### src/rtl/sm_pkg.sv
// Shared types and default widths for the stepper ramp controller.
package sm_pkg;

  localparam int unsigned SIZE  = 16;
  localparam int unsigned CNT_W = 24;

  typedef enum logic [2:0] {
    IDLE   = 3'd0,
    ACCEL  = 3'd1,
    CRUISE = 3'd2,
    DECEL  = 3'd3,
    DONE   = 3'd4
  } state_t;

  // States in which the pulse generator is running.
  function automatic logic is_active(input state_t s);
    return (s == ACCEL) || (s == CRUISE) || (s == DECEL);
  endfunction

endpackage

### src/rtl/sm_ramp_ctrl_if.sv
// Command/status bundle between the motion sequencer and the ramp controller.
interface sm_ramp_ctrl_if #(
  parameter int unsigned SIZE  = sm_pkg::SIZE,
  parameter int unsigned CNT_W = sm_pkg::CNT_W
);

  logic             cmd_start;
  logic             cmd_stop;
  logic             cmd_estop;
  logic [CNT_W-1:0] target_steps;
  logic [SIZE-1:0]  period_start;
  logic [SIZE-1:0]  period_min;
  logic [SIZE-1:0]  period_delta;
  logic             step_in;
  logic [SIZE-1:0]  period;
  logic             run_en;
  logic             busy;
  logic             done;
  logic             aborted;
  logic [CNT_W-1:0] pos_cnt;

  modport master (
    output cmd_start, cmd_stop, cmd_estop, target_steps,
           period_start, period_min, period_delta, step_in,
    input  period, run_en, busy, done, aborted, pos_cnt
  );

  modport slave (
    input  cmd_start, cmd_stop, cmd_estop, target_steps,
           period_start, period_min, period_delta, step_in,
    output period, run_en, busy, done, aborted, pos_cnt
  );

endinterface

### src/rtl/sm_edge_det.sv
// Rising-edge detector: registered history, combinational pulse output.
module sm_edge_det (
  input  logic clk,
  input  logic rst_n,
  input  logic sig,
  output logic rise_c
);

  logic sig_q;

  always_ff @(posedge clk) begin
    if (!rst_n) sig_q <= 1'b0;
    else        sig_q <= sig;
  end

  assign rise_c = sig & ~sig_q;

endmodule

### src/rtl/sm_ramp_ctrl.sv
// Trapezoidal step-period scheduler: accelerate, cruise, decelerate, with
// soft stop and emergency stop, advanced once per generator step pulse.
module sm_ramp_ctrl #(
  parameter int unsigned SIZE  = sm_pkg::SIZE,
  parameter int unsigned CNT_W = sm_pkg::CNT_W
) (
  input  logic           clk,
  input  logic           rst_n,
  sm_ramp_ctrl_if.slave  bus
);

  import sm_pkg::*;

  state_t           state_q, state_d;
  logic [SIZE-1:0]  period_q, period_d;
  logic [SIZE-1:0]  pstart_q, pstart_d;
  logic [SIZE-1:0]  pmin_q, pmin_d;
  logic [SIZE-1:0]  delta_q, delta_d;
  logic [CNT_W-1:0] rem_q, rem_d;
  logic [CNT_W-1:0] ramp_q, ramp_d;
  logic [CNT_W-1:0] pos_q, pos_d;
  logic             run_en_q, busy_q, done_q, aborted_q;
  logic             busy_d, done_d, aborted_d;
  logic             abort_evt;
  logic             step_rise_c;

  logic [CNT_W-1:0] rem_new;
  logic [CNT_W-1:0] ramp_dec;
  logic [CNT_W-1:0] ramp_inc;
  logic [CNT_W-1:0] stop_lim;
  logic [SIZE:0]    up_sum;
  logic [SIZE:0]    accel_floor;
  logic [SIZE-1:0]  period_up;

  sm_edge_det u_edge_det (
    .clk    (clk),
    .rst_n  (rst_n),
    .sig    (bus.step_in),
    .rise_c (step_rise_c)
  );

  assign rem_new     = rem_q - CNT_W'(1);
  assign ramp_dec    = (ramp_q == '0) ? '0 : ramp_q - CNT_W'(1);
  assign ramp_inc    = ramp_q + CNT_W'(1);
  // Wide sums so period+delta and pmin+delta can never wrap.
  assign up_sum      = {1'b0, period_q} + {1'b0, delta_q};
  assign accel_floor = {1'b0, pmin_q} + {1'b0, delta_q};
  assign period_up   = (up_sum > {1'b0, pstart_q}) ? pstart_q : up_sum[SIZE-1:0];

  // State register and datapath registers.
  always_ff @(posedge clk) begin
    if (!rst_n) begin
      state_q   <= IDLE;
      period_q  <= '0;
      pstart_q  <= '0;
      pmin_q    <= '0;
      delta_q   <= '0;
      rem_q     <= '0;
      ramp_q    <= '0;
      pos_q     <= '0;
      run_en_q  <= 1'b0;
      busy_q    <= 1'b0;
      done_q    <= 1'b0;
      aborted_q <= 1'b0;
    end else begin
      state_q   <= state_d;
      period_q  <= period_d;
      pstart_q  <= pstart_d;
      pmin_q    <= pmin_d;
      delta_q   <= delta_d;
      rem_q     <= rem_d;
      ramp_q    <= ramp_d;
      pos_q     <= pos_d;
      run_en_q  <= busy_d;
      busy_q    <= busy_d;
      done_q    <= done_d;
      aborted_q <= aborted_d;
    end
  end

  // Next-state and datapath update.
  always_comb begin
    state_d   = state_q;
    period_d  = period_q;
    pstart_d  = pstart_q;
    pmin_d    = pmin_q;
    delta_d   = delta_q;
    rem_d     = rem_q;
    ramp_d    = ramp_q;
    pos_d     = pos_q;
    abort_evt = 1'b0;
    stop_lim  = '0;

    case (state_q)
      IDLE: begin
        if (bus.cmd_start) begin
          pstart_d = bus.period_start;
          pmin_d   = (bus.period_min < bus.period_start) ? bus.period_min : bus.period_start;
          delta_d  = bus.period_delta;
          pos_d    = '0;
          if (bus.target_steps != '0) begin
            period_d = bus.period_start;
            rem_d    = bus.target_steps;
            ramp_d   = '0;
            state_d  = ACCEL;
          end else begin
            state_d  = DONE;
          end
        end
      end

      ACCEL, CRUISE, DECEL: begin
        if (bus.cmd_estop) begin
          // A pulse coincident with estop was already emitted, so count it.
          state_d   = IDLE;
          abort_evt = 1'b1;
          if (step_rise_c) pos_d = pos_q + CNT_W'(1);
        end else begin
          if (step_rise_c) begin
            pos_d = pos_q + CNT_W'(1);
            rem_d = rem_new;
            if (rem_new == '0) begin
              state_d = DONE;
            end else begin
              case (state_q)
                ACCEL: begin
                  if (rem_new <= ramp_q) begin
                    state_d  = DECEL;
                    period_d = period_up;
                    ramp_d   = ramp_dec;
                  end else if ({1'b0, period_q} <= accel_floor) begin
                    state_d  = CRUISE;
                    period_d = pmin_q;
                    ramp_d   = ramp_inc;
                  end else begin
                    period_d = period_q - delta_q;
                    ramp_d   = ramp_inc;
                  end
                end
                CRUISE: begin
                  if (rem_new <= ramp_q) begin
                    state_d  = DECEL;
                    period_d = period_up;
                    ramp_d   = ramp_dec;
                  end
                end
                default: begin
                  period_d = period_up;
                  ramp_d   = ramp_dec;
                end
              endcase
            end
          end
          // Soft stop: leave only enough steps to ramp back down.
          if (bus.cmd_stop && (state_q != DECEL) && (state_d != DONE)) begin
            stop_lim = ramp_d + CNT_W'(1);
            if (rem_d > stop_lim) rem_d = stop_lim;
            state_d = DECEL;
          end
        end
      end

      DONE:    state_d = IDLE;
      default: state_d = IDLE;
    endcase
  end

  // Status outputs decoded from the next state.
  always_comb begin
    busy_d    = is_active(state_d);
    done_d    = (state_d == DONE);
    aborted_d = abort_evt;
  end

  assign bus.period  = period_q;
  assign bus.run_en  = run_en_q;
  assign bus.busy    = busy_q;
  assign bus.done    = done_q;
  assign bus.aborted = aborted_q;
  assign bus.pos_cnt = pos_q;

endmodule

### src/flat_wrapper.sv
// flat-port wrapper written by rule: the top's interface ports become plain ports
module sm_ramp_ctrl_flat import sm_pkg::*;
#(
  parameter int unsigned SIZE  = sm_pkg::SIZE,
  parameter int unsigned CNT_W = sm_pkg::CNT_W
)
  (clk, rst_n, bus_cmd_start, bus_cmd_stop, bus_cmd_estop, bus_target_steps, bus_period_start, bus_period_min, bus_period_delta, bus_step_in, bus_period, bus_run_en, bus_busy, bus_done, bus_aborted, bus_pos_cnt);
  sm_ramp_ctrl_if #(.SIZE(SIZE), .CNT_W(CNT_W)) bus_i ();
  input  logic clk;
  input  logic rst_n;
  input wire logic [$bits(bus_i.cmd_start)-1:0] bus_cmd_start;
  input wire logic [$bits(bus_i.cmd_stop)-1:0] bus_cmd_stop;
  input wire logic [$bits(bus_i.cmd_estop)-1:0] bus_cmd_estop;
  input wire logic [$bits(bus_i.target_steps)-1:0] bus_target_steps;
  input wire logic [$bits(bus_i.period_start)-1:0] bus_period_start;
  input wire logic [$bits(bus_i.period_min)-1:0] bus_period_min;
  input wire logic [$bits(bus_i.period_delta)-1:0] bus_period_delta;
  input wire logic [$bits(bus_i.step_in)-1:0] bus_step_in;
  output wire logic [$bits(bus_i.period)-1:0] bus_period;
  output wire logic [$bits(bus_i.run_en)-1:0] bus_run_en;
  output wire logic [$bits(bus_i.busy)-1:0] bus_busy;
  output wire logic [$bits(bus_i.done)-1:0] bus_done;
  output wire logic [$bits(bus_i.aborted)-1:0] bus_aborted;
  output wire logic [$bits(bus_i.pos_cnt)-1:0] bus_pos_cnt;
  assign bus_i.cmd_start = bus_cmd_start;
  assign bus_i.cmd_stop = bus_cmd_stop;
  assign bus_i.cmd_estop = bus_cmd_estop;
  assign bus_i.target_steps = bus_target_steps;
  assign bus_i.period_start = bus_period_start;
  assign bus_i.period_min = bus_period_min;
  assign bus_i.period_delta = bus_period_delta;
  assign bus_i.step_in = bus_step_in;
  assign bus_period = bus_i.period;
  assign bus_run_en = bus_i.run_en;
  assign bus_busy = bus_i.busy;
  assign bus_done = bus_i.done;
  assign bus_aborted = bus_i.aborted;
  assign bus_pos_cnt = bus_i.pos_cnt;
  sm_ramp_ctrl #(.SIZE(SIZE), .CNT_W(CNT_W)) u_core (.clk(clk), .rst_n(rst_n), .bus(bus_i));
endmodule
### config.mk
export PLATFORM = sky130hd
export DESIGN_NAME = sm_ramp_ctrl_flat
export DESIGN_NICKNAME = d
export VERILOG_FILES = /design/src/rtl/sm_pkg.sv /design/src/rtl/sm_ramp_ctrl_if.sv /design/src/rtl/sm_edge_det.sv /design/src/rtl/sm_ramp_ctrl.sv /design/src/flat_wrapper.sv
export SDC_FILE = /design/constraint.sdc
export NUM_CORES = 1
export LEC_CHECK = 0
export ABC_AREA = 0
export CAP_MARGIN = 10
export CORE_ASPECT_RATIO = 0.7
export CORE_MARGIN = 4
export CORE_UTILIZATION = 40
export DETAILED_ROUTE_END_ITERATION = 6
export PLACE_DENSITY = 0.56
export SKIP_LAST_GASP = 1
export SLEW_MARGIN = 20
export SYNTH_ARGS = -nofsm -noshare
export SYNTH_HDL_FRONTEND = slang
export SYNTH_HIERARCHICAL = 1
export SYNTH_SLANG_ARGS = --single-unit
### constraint.sdc
create_clock -name clk -period 14 [get_ports clk]
set_input_delay 2.1 -clock clk [delete_from_list [all_inputs] [get_ports clk]]
set_output_delay 2.1 -clock clk [all_outputs]
set_load 0.01 [all_outputs]
==> results.cfg <==
[yosys]
synthCells = 1884
synth_top_family_by_area = compound AO/OA/AOI/OAI gates
synth_nets = 2114
synth-main-ff-cell = dfxtp_1
synthSimpleGateAreaFrac_pct = 24.1
synth-seq-cells = 143
synthAdderAreaFrac_pct = 13.9
synth_top_area_share_pct = 20.7
seq_area_frac_synth_pct = 20.7
synth_cell_types = 86
synth_compound_area_share_pct = 24.4
synth_area_leaders = dfxtp_1, ha_1, a21oi_1
synth.avg_cell_area_um2 = 7.35
postSynth.asyncResetShare_pct = 0
synth_edf_count = 0
synth_xor_area_share_pct = 7.72
synth_warnings = 6
synth_area_um2 = 13800
yosysMostFrequentCell = nand2_1
synthMuxAreaShare_pct = 3.04
synth_commonest_cells = nand2_1, a21oi_1, nor2_1
synth_top_area_cell = dfxtp_1

[critical_path]
r2r_setup_slack_ns = 4.83
timing.rr.end = u_core/rem_q[23]
cp_max_fo = 35
reg2reg_from = u_core/rem_q[2]
critPathTopFamily = simple AND/OR/NAND/NOR gates
endpoint_kind = flip-flop
path_class = reg2reg
ff2ff_path_depth = 32
arrival_ns = 9.48
slowest_delay_ns = 0.71
start_kind = flip-flop
crit_required_ns = 14.31
cp_slowest_cell = nor4_4
critPathBufInv = 2

[sta]
fin_setup_tns_ns = 0
fmax_mhz = 109
slew_viol_final = 0
slew_headroom_pct = 34.3
finalSetupViolCount = 0
worstMarginPinSlew_ns = 0.984
rsz0062_at_grt = no
setup_ws_ns = 4.83
period_minus_slack_ns = 9.17
skew_ns = 0.0146
finalHoldViolations = 0
fin_crit_sh_pct = 65.5

[floorplan]
fp.coreArea_um2 = 33800
num_rows = 56
die_area_um2 = 37700
io_pins = 122
die_h_um = 164
start_util_pct = 40.9
die_w_um = 230

[detailed_routing]
vias = 14300
via_per_inst = 5.90
wirelength_mm = 50.2
drtPass1Iterations = 6
wl_per_cell_um = 20.8
drt-initial-drc-count = 1720
drc = 0
detail-route-antenna-nets = 0

[placement]
place_area_um2 = 15400
place_congestion = 0.947
dp_hpwl_mm = 38.8
io_buffers = 121
pre_cts_ws_ns = 5.09

[cts]
insertion_delay_ns = 0.45
cts.clk_slew.worst_paths_ns = 0.07
cts_setup_buffers = 0
cts.htree.levels = 4
cts_hold_buf = 0
cts_tree = built
cts_resized = 0
root_buffer = clkbuf_16
cts_max_path_buffers = 2
clock_sinks = 143
cts_inserted_buffers = 17

[finish]
antenna_cells = 0
area.growth.synth_to_final_pct = 15.7
final_area_um2 = 16000
finalCoreUtilization_pct = 47.4
layout-drive-gt1-share_pct = 5.27
fill_cells = 3401
layout.nets = 2170
multi_input_comb_area_um2 = 10200
seqCellArea_um2 = 2860

[power_and_ir_drop]
p_int_w = 0.00105
vdd_drop_max_mv = 0.0832
switchingPower_w = 0.000794
p_leak_nw = 6.29
clkPwrFrac_pct = 26.9
seq_power_share_pct = 26.3
pwr-share-comb_pct = 46.8
netSwitchingFraction_pct = 43.0
powerDensity_nw_per_um2 = 115

[hold_path]
holdPathEnd = u_core/pstart_q[10]
holdCritPathClass = reg2reg
hp-start = u_core/pstart_q[10]
whs_path_depth = 2

[global_routing]
antenna_found_initial = 0
track_usage_pct = 26.1
grt_overflow_total = 0
grt_max_degree = 68
grt_pass1_vias = 13200
grt_first_pass_wirelength_mm = 77.4

[outcome]
status = complete, no violations

[job]
cap_violations = 0
## final cells by class
| class | instances | share of cell area, % |
|---|---|---|
| repair buffers | 144 | 8.60 |
| inverters | 109 | 2.55 |
| well taps | 464 | 3.62 |
| clock buffers | 17 | 2.65 |
| flip-flops and latches | 143 | 17.9 |
| clock inverters | 15 | 1.19 |
| multi-input cells | 1525 | 63.5 |
## layout by cell type, fill, tap and decap left out, types with 23 or more instances in the layout
cell type        count
o211ai_1            26
nand2_1            202
mux2i_1             33
nor2_1             158
nand3_1             74
buf_4               23
xor2_1              49
nand4_1             34
nor3_1              51
ha_1               149
inv_1              107
clkdlybuf4s50_1    120
o21ai_0            116
a21o_1              29
dfxtp_1            143
xnor2_1             73
a21oi_1            171
a22oi_1             30
## layer usage
layer	GRT usage [%]	part of all wire, %	up-vias
met5	0	0	-
met4	5.30	1.2	0
met3	7.08	11	40
met2	35.1	38	657
met1	40.7	50	6647
li1	-	-	6914
## cells by family (layout without fill, tap and decap cells)
group                      count (synthesis)  in the layout
and+or+nand+nor                          677            677
AOI/OAI and AO/OA                        533            533
buffers and inverters                    216            285
adders and majority gates                152            152
DFF                                      143            143
xor gates and xnor gates                 122            122
muxes                                     41             41
## flip-flops by register name, summed over array words and instances, names as in the netlist
| register | count |
|---|---|
| u_core/bus.busy | 1 |
| u_core/bus.aborted | 1 |
| u_core/ramp_q | 24 |
| u_core/u_edge_det/sig_q | 1 |
| u_core/pstart_q | 16 |
| u_core/state_q | 3 |
| u_core/rem_q | 24 |
| u_core/pmin_q | 16 |
| u_core/delta_q | 16 |
| u_core/bus.pos_cnt | 24 |
| u_core/bus.period | 16 |
| u_core/bus.done | 1 |
## worst max path at each step
stage | startpoint | endpoint | slack [ns] | cells after the start
detailed placement | u_core/rem_q[2] | u_core/rem_q[17] | 5.09 | 32
floorplan | u_core/rem_q[3] | u_core/rem_q[18] | 6.56 | 36
global route | u_core/rem_q[2] | u_core/rem_q[23] | 3.90 | 32
global placement | u_core/rem_q[2] | u_core/rem_q[17] | 5.33 | 32
finish | u_core/rem_q[2] | u_core/rem_q[23] | 4.83 | 32
CTS | u_core/rem_q[2] | u_core/rem_q[23] | 5.07 | 32
## power groups by stage
stage	combinational (W)	sequential [W]	clock, W
finish	0.000864	0.000485	0.000496
detailed placement	0.000839	0.000493	0
global route	0.000949	0.000490	0.000521
CTS	0.000844	0.000484	0.000505
global placement	0.000828	0.000493	0
floorplan	0.000593	0.000472	0
## worst register-to-register path: cells and delay by family (launching register included)
family          cells  cell delay [ns]
fa+ha+maj           2             0.64
compound gates     10             2.14
simple gates       16             4.81
flops               1             0.45
buf+inv             2             0.54
xor+xnor            2             0.47
## through the flow
step,std cells,power [W],hold WS (ns)
floorplan,1884,0.00107,0.436
global placement,2385,0.00132,0.444
detailed placement,2385,0.00133,0.447
CTS,2417,0.00183,0.457
global route,2417,0.00196,0.479
finish,2417,0.00185,0.458
Power figures use the tool's default switching activity.
==> edit 1, RTL diff (config.mk and constraints unchanged) <==
Reset style: asynchronous (`rst_n`), changed in 2 clocked blocks.
--- a/src/rtl/sm_edge_det.sv
+++ b/src/rtl/sm_edge_det.sv
@@ -10,3 +10,3 @@
 
-  always_ff @(posedge clk) begin
+  always_ff @(posedge clk or negedge rst_n) begin
     if (!rst_n) sig_q <= 1'b0;
--- a/src/rtl/sm_ramp_ctrl.sv
+++ b/src/rtl/sm_ramp_ctrl.sv
@@ -50,3 +50,3 @@
   // State register and datapath registers.
-  always_ff @(posedge clk) begin
+  always_ff @(posedge clk or negedge rst_n) begin
     if (!rst_n) begin
Formal check against the unedited RTL: not equivalent (Yosys sat finds a counterexample within 4 cycles, from zero or initial values and one cycle with rst_n low; the reset may be asserted at any time).
==> edit 1 against the original RTL <==
  * Sequential cell count is the same
  * Count of clock-buffer cells in the layout up 2
  * Design area grew 5.6%
  * Synthesized area is 6.7% higher
  * Worst setup slack gained 0.44 ns
  * Routed wire length increased by 6.9%
Power is left out: the tool's default activity adds up to more than one toggle a clock period on the data nets, which glitch-free logic cannot reach.
==> edit 1: results (changes against the original RTL) <==
grt_util_met3: 0.0573  # was 0.0708
grt_pass1_vias: 13800  # was 13200
grt_pass1_wl_um: 83100  # was 77400 um
wl_met3_um: 5870  # was 5570 um
multi_input_area_mm2: 0.0103  # was 0.0102 mm2
ys.flop_type: "dfrtp_1"  # was dfxtp_1
utilization: 0.467  # was 0.474
status: "finished clean"  # unchanged
grt_usage: 0.262  # was 0.261
dp.cells: 2448  # was 2385
fillers: 3659  # was 3401
placed_area_mm2: 0.0163  # was 0.0154 mm2
ctsHtreeMaxLevel: 4  # unchanged
cp_top_family: "simple AND/OR/NAND/NOR gates"  # unchanged
num-nonclk-buffers: 146  # was 144
syn-num-nets: 2171  # was 2114
globalRouteMet2Util: 0.348  # was 0.351
clock_latency_ns: 0.45  # about the same
grt_max_degree: 87  # was 68
drt-met1-wl_um: 26800  # was 25000 um
hold_class: "reg -> reg"  # unchanged
hpwl_um: 40400  # was 38800 um
clk_share: 0.0351  # was 0.0384
routed.top_layer: "met5"  # was met4
antenna_found_initial: 2  # was 0
critPathArrivalTime_ns: 9.08  # was 9.48 ns
portBuffers: 121  # unchanged
finalWeightedCongestion: 0.949  # was 0.947
wire_per_inst_um: 21.6  # was 20.8 um
dr.pass1.iters: 6  # unchanged
relSlewSlack: 0.294  # was 0.343
antenna_cells: 1  # was 0
drtIter0Drc: 1703  # was 1720
multi_input_gates: 1567  # was 1525
clock_path_buffers: 2  # unchanged
synth_common_cells: "213 x nand2_1, 199 x nor2_1, 154 x o21ai_0, 149 x ha_1, 143 x dfrtp_1"  # was 202 x nand2_1, 171 x a21oi_1, 160 x nor2_1, 149 x ha_1, 143 x dfxtp_1
cts_buffers: 17  # unchanged
nClkBuffers: 19  # was 17
inverters: 112  # was 109
dp_slack_ns: 5.57  # was 5.09 ns
synth-seq-cells: 143  # unchanged
use_met1: 0.426  # was 0.407
nonClkBufAreaFrac: 0.0827  # was 0.0860
cpPeakStageDelay_ns: 0.83  # was 0.71 ns
seq_area_frac_synth: 0.242  # was 0.207
regArea_mm2: 0.00358  # was 0.00286 mm2
crit_slowest_cell: "o21ai_1"  # was nor4_4
met2_length_um: 20300  # was 19100 um
root_buffer: "clkbuf_16"  # unchanged
critical_path.max_fanout: 24  # was 35
ys_top_cells_by_area: "dfrtp_1 24%, ha_1 13%, nand2_1 5.4%"  # was dfxtp_1 21%, ha_1 13%, a21oi_1 6.2%
drive_above_1_share: 0.0540  # was 0.0527
avgSynthCellArea_um2: 7.61  # was 7.35 um2
skew_ns: 0.0180  # was 0.0146 ns
yosys_warnings: 6  # unchanged
wirelength_um: 53700  # was 50200 um
viasPerCell: 6.00  # was 5.90
async_flop_share: 1.00  # was 0
synthDistinctLibCells: 89  # was 86
## edit 1: cell count changes after synthesis, moves of 25 or more
cell / change
a21oi_1: -53
nor2_1: +39
a211oi_1: +25
o21ai_0: +37
dfxtp_1: -143
dfrtp_1: +143
## edit 1: final timing paths
check,start,slack [ns],cells after the start,endpoint
setup / recovery,u_core/rem_q[0],5.27,28,u_core/rem_q[23]
hold / removal,u_core/pstart_q[15],0.48,2,u_core/pstart_q[15]
setup reg to reg,u_core/rem_q[0],5.27,28,u_core/rem_q[23]
hold reg to reg,u_core/pstart_q[15],0.48,2,u_core/pstart_q[15]
max in group asynchronous,rst_n,10.63,3,u_core/rem_q[2]
min in group asynchronous,rst_n,1.58,1,u_core/rem_q[20]
## edit 1: kinds of logic after synthesis
kind of cell    synth area share
simple gates               0.245
fa+ha+maj                  0.130
buf+inv                   0.0616
xor+xnor                  0.0676
flops                      0.242
mux                       0.0165
compound gates             0.237
==> edit 2, RTL diff (same flow settings) <==
Without the edit above. Change the package constant `CNT_W` from 24 to 36.
--- a/src/rtl/sm_pkg.sv
+++ b/src/rtl/sm_pkg.sv
@@ -4,3 +4,3 @@
   localparam int unsigned SIZE  = 16;
-  localparam int unsigned CNT_W = 24;
+  localparam int unsigned CNT_W = 36;
 
Ports: changed (resized bus_pos_cnt and bus_target_steps); port bits go from 122 to 146. No check against the original RTL was run, so the function may have changed too.
==> edit 2 against the original RTL <==
  * Worst setup slack worse by 1.2 ns
  * Clock skew is 0.0041 ns higher
  * Sequential cell count is 36 higher
  * First-iteration DRC count is 18% higher
  * Synthesized area is 26% higher
  * Routed wire length is 39% higher
  * Design area is 24% higher
  * Total power is 54% higher
  * Worst hold slack worse by 0.0025 ns
  * Largest cell class unchanged
==> edit 2: results (changes against the original RTL) <==
ys_top_cells_by_area: "dfxtp_1 21%, ha_1 12%, a21oi_1 6.9%"  # was dfxtp_1 21%, ha_1 13%, a21oi_1 6.2%
routed-via-count: 18500  # was 14300
portBuffers: 145  # was 121
cpPeakStageDelay_ns: 0.70
fillers: 4356  # was 3401
crit_slowest_cell: "a211o_1"  # was nor4_4
grt_pass1_wl_um: 106000  # was 77400 um
finalWeightedCongestion: 1.02  # was 0.947
p_leak_nw: 7.61  # was 6.29 nW
synthDistinctLibCells: 92  # was 86
yosys_warnings: 6  # unchanged
hold_end: "u_core/pstart_q[15]"  # was u_core/pstart_q[10]
hpwl_um: 53200  # was 38800 um
r2r_start: "u_core/rem_q[0]"  # was u_core/rem_q[2]
root_buffer: "clkbuf_16"  # unchanged
synth_common_cells: "255 x nand2_1, 238 x a21oi_1, 205 x nor2_1, 179 x dfxtp_1, 173 x ha_1"  # was 202 x nand2_1, 171 x a21oi_1, 160 x nor2_1, 149 x ha_1, 143 x dfxtp_1
status: "finished clean"  # unchanged
relSlewSlack: 0.360  # was 0.343
rr_worst_depth: 35  # was 32
synthMuxAreaShare: 0.0223  # was 0.0304
path_clk_slew_ns: 0.09  # was 0.07 ns
yosys.area_share.adder: 0.128  # was 0.139
seq_area_frac_synth: 0.206  # was 0.207
r2r_slack_ns: 3.63  # was 4.83 ns
hold_ws_ns: 0.455  # was 0.458 ns
clock_latency_ns: 0.47  # was 0.45 ns
peakVddDrop_v: 0.000128  # was 0.0000832 V
wire_per_inst_um: 23.0  # was 20.8 um
drtIter0Drc: 2031  # was 1720
drive_above_1_share: 0.0575  # was 0.0527
grt_usage: 0.290  # was 0.261
hold_class: "reg -> reg"  # unchanged
p_int_w: 0.00141  # was 0.00105 W
synth-compound-area-share: 0.251  # was 0.244
antenna_found_initial: 1  # was 0
synth_xor_area_frac: 0.0856  # was 0.0772
critical_path.max_fanout: 30  # was 35
fin_nets: 2707  # was 2170
grt_pass1_vias: 17100  # was 13200
antenna_cells: 0  # unchanged
critPathArrivalTime_ns: 10.71  # was 9.48 ns
dr.pass1.iters: 5  # was 6
placed_area_mm2: 0.0193  # was 0.0154 mm2
min_from: "u_core/pstart_q[15]"  # was u_core/pstart_q[10]
r2r_end: "u_core/rem_q[1]"  # was u_core/rem_q[23]
cts_buffers: 17  # unchanged
skew_ns: 0.0187  # was 0.0146 ns
grt_max_degree: 65  # was 68
==> edit 2: cell count changes in the layout (fill, tap and decap cells not counted), moves of 17 or more <==
cell             unedited run  this run
a21oi_1                   171       237
ha_1                      149       173
clkdlybuf4s50_1           120       144
nand4_1                    34        54
o21ai_0                   116       140
o211ai_1                   26        43
dfxtp_1                   143       179
nor2_1                    158       203
nand2_1                   202       254
xnor2_1                    73       104
inv_1                     107       130
==> edit 2: final cells by class <==
cell class | count | area, um2 | share of cell area
clock buffers | 18 | 439 | 0.0221
clock inverters | 14 | 141 | 0.00712
inverters | 131 | 493 | 0.0248
multi-input cells | 1930 | 12700 | 0.642
flip-flops and latches | 179 | 3580 | 0.180
well taps | 585 | 732 | 0.0369
repair buffers | 182 | 1720 | 0.0868
==> edit 2: worst max-delay path by stage <==
stage                     start         endpoint  slack (ns)  depth (start not counted)
2_1_floorplan   u_core/rem_q[2]  u_core/rem_q[2]        5.94                         36
6_report        u_core/rem_q[0]  u_core/rem_q[1]        3.63                         35
3_5_place_dp    u_core/rem_q[0]  u_core/rem_q[1]        3.93                         35
4_1_cts         u_core/rem_q[0]  u_core/rem_q[1]        3.88                         35
5_1_grt        u_core/rem_q[14]  u_core/rem_q[1]        2.98                         34
3_3_place_gp    u_core/rem_q[0]  u_core/rem_q[1]        4.07                         34
==> edit 2: per-layer routing <==
metal / track usage / wire (um) / up-vias
met2: 0.402 / 27500 / 884
met1: 0.449 / 34100 / 8846
met3: 0.0660 / 7060 / 76
met5: 0 / 0 / -
li1: - / - / 8736
met4: 0.0661 / 1240 / 0
==> edit 2: cells by family (layout without fill, tap and decap cells) <==
family                     after synthesis  count (layout)
AOI/OAI and AO/OA                      692             692
muxes                                   37              37
buffers and inverters                  282             345
xor gates and xnor gates               169             169
adders and majority gates              176             176
and+or+nand+nor                        856             856
DFF                                    179             179
==> edit 2: power groups by stage <==
stage / Clock [W] / Sequential [W] / Combinational (W)
final: 0.000506 / 0.000611 / 0.00172
after floorplan: 0 / 0.000588 / 0.00117
after global placement: 0 / 0.000621 / 0.00165
after detailed placement: 0 / 0.000621 / 0.00166
after global routing: 0.000542 / 0.000617 / 0.00186
after CTS: 0.000519 / 0.000609 / 0.00167
==> edit 2: worst max-delay path: cells and delay by family, from the launching register on <==
family          cells  cell delay [ns]
compound gates     12             3.16
xor+xnor            2             0.47
fa+ha+maj           3             0.83
buf+inv             3             0.86
flops               1             0.40
simple gates       15             4.48
==> edit 2: stage by stage <==
step	instances	setup slack [ns]
after global routing	3039	2.98
final	3039	3.63
after detailed placement	3007	3.93
after global placement	3007	4.07
after CTS	3039	3.88
after floorplan	2391	5.94
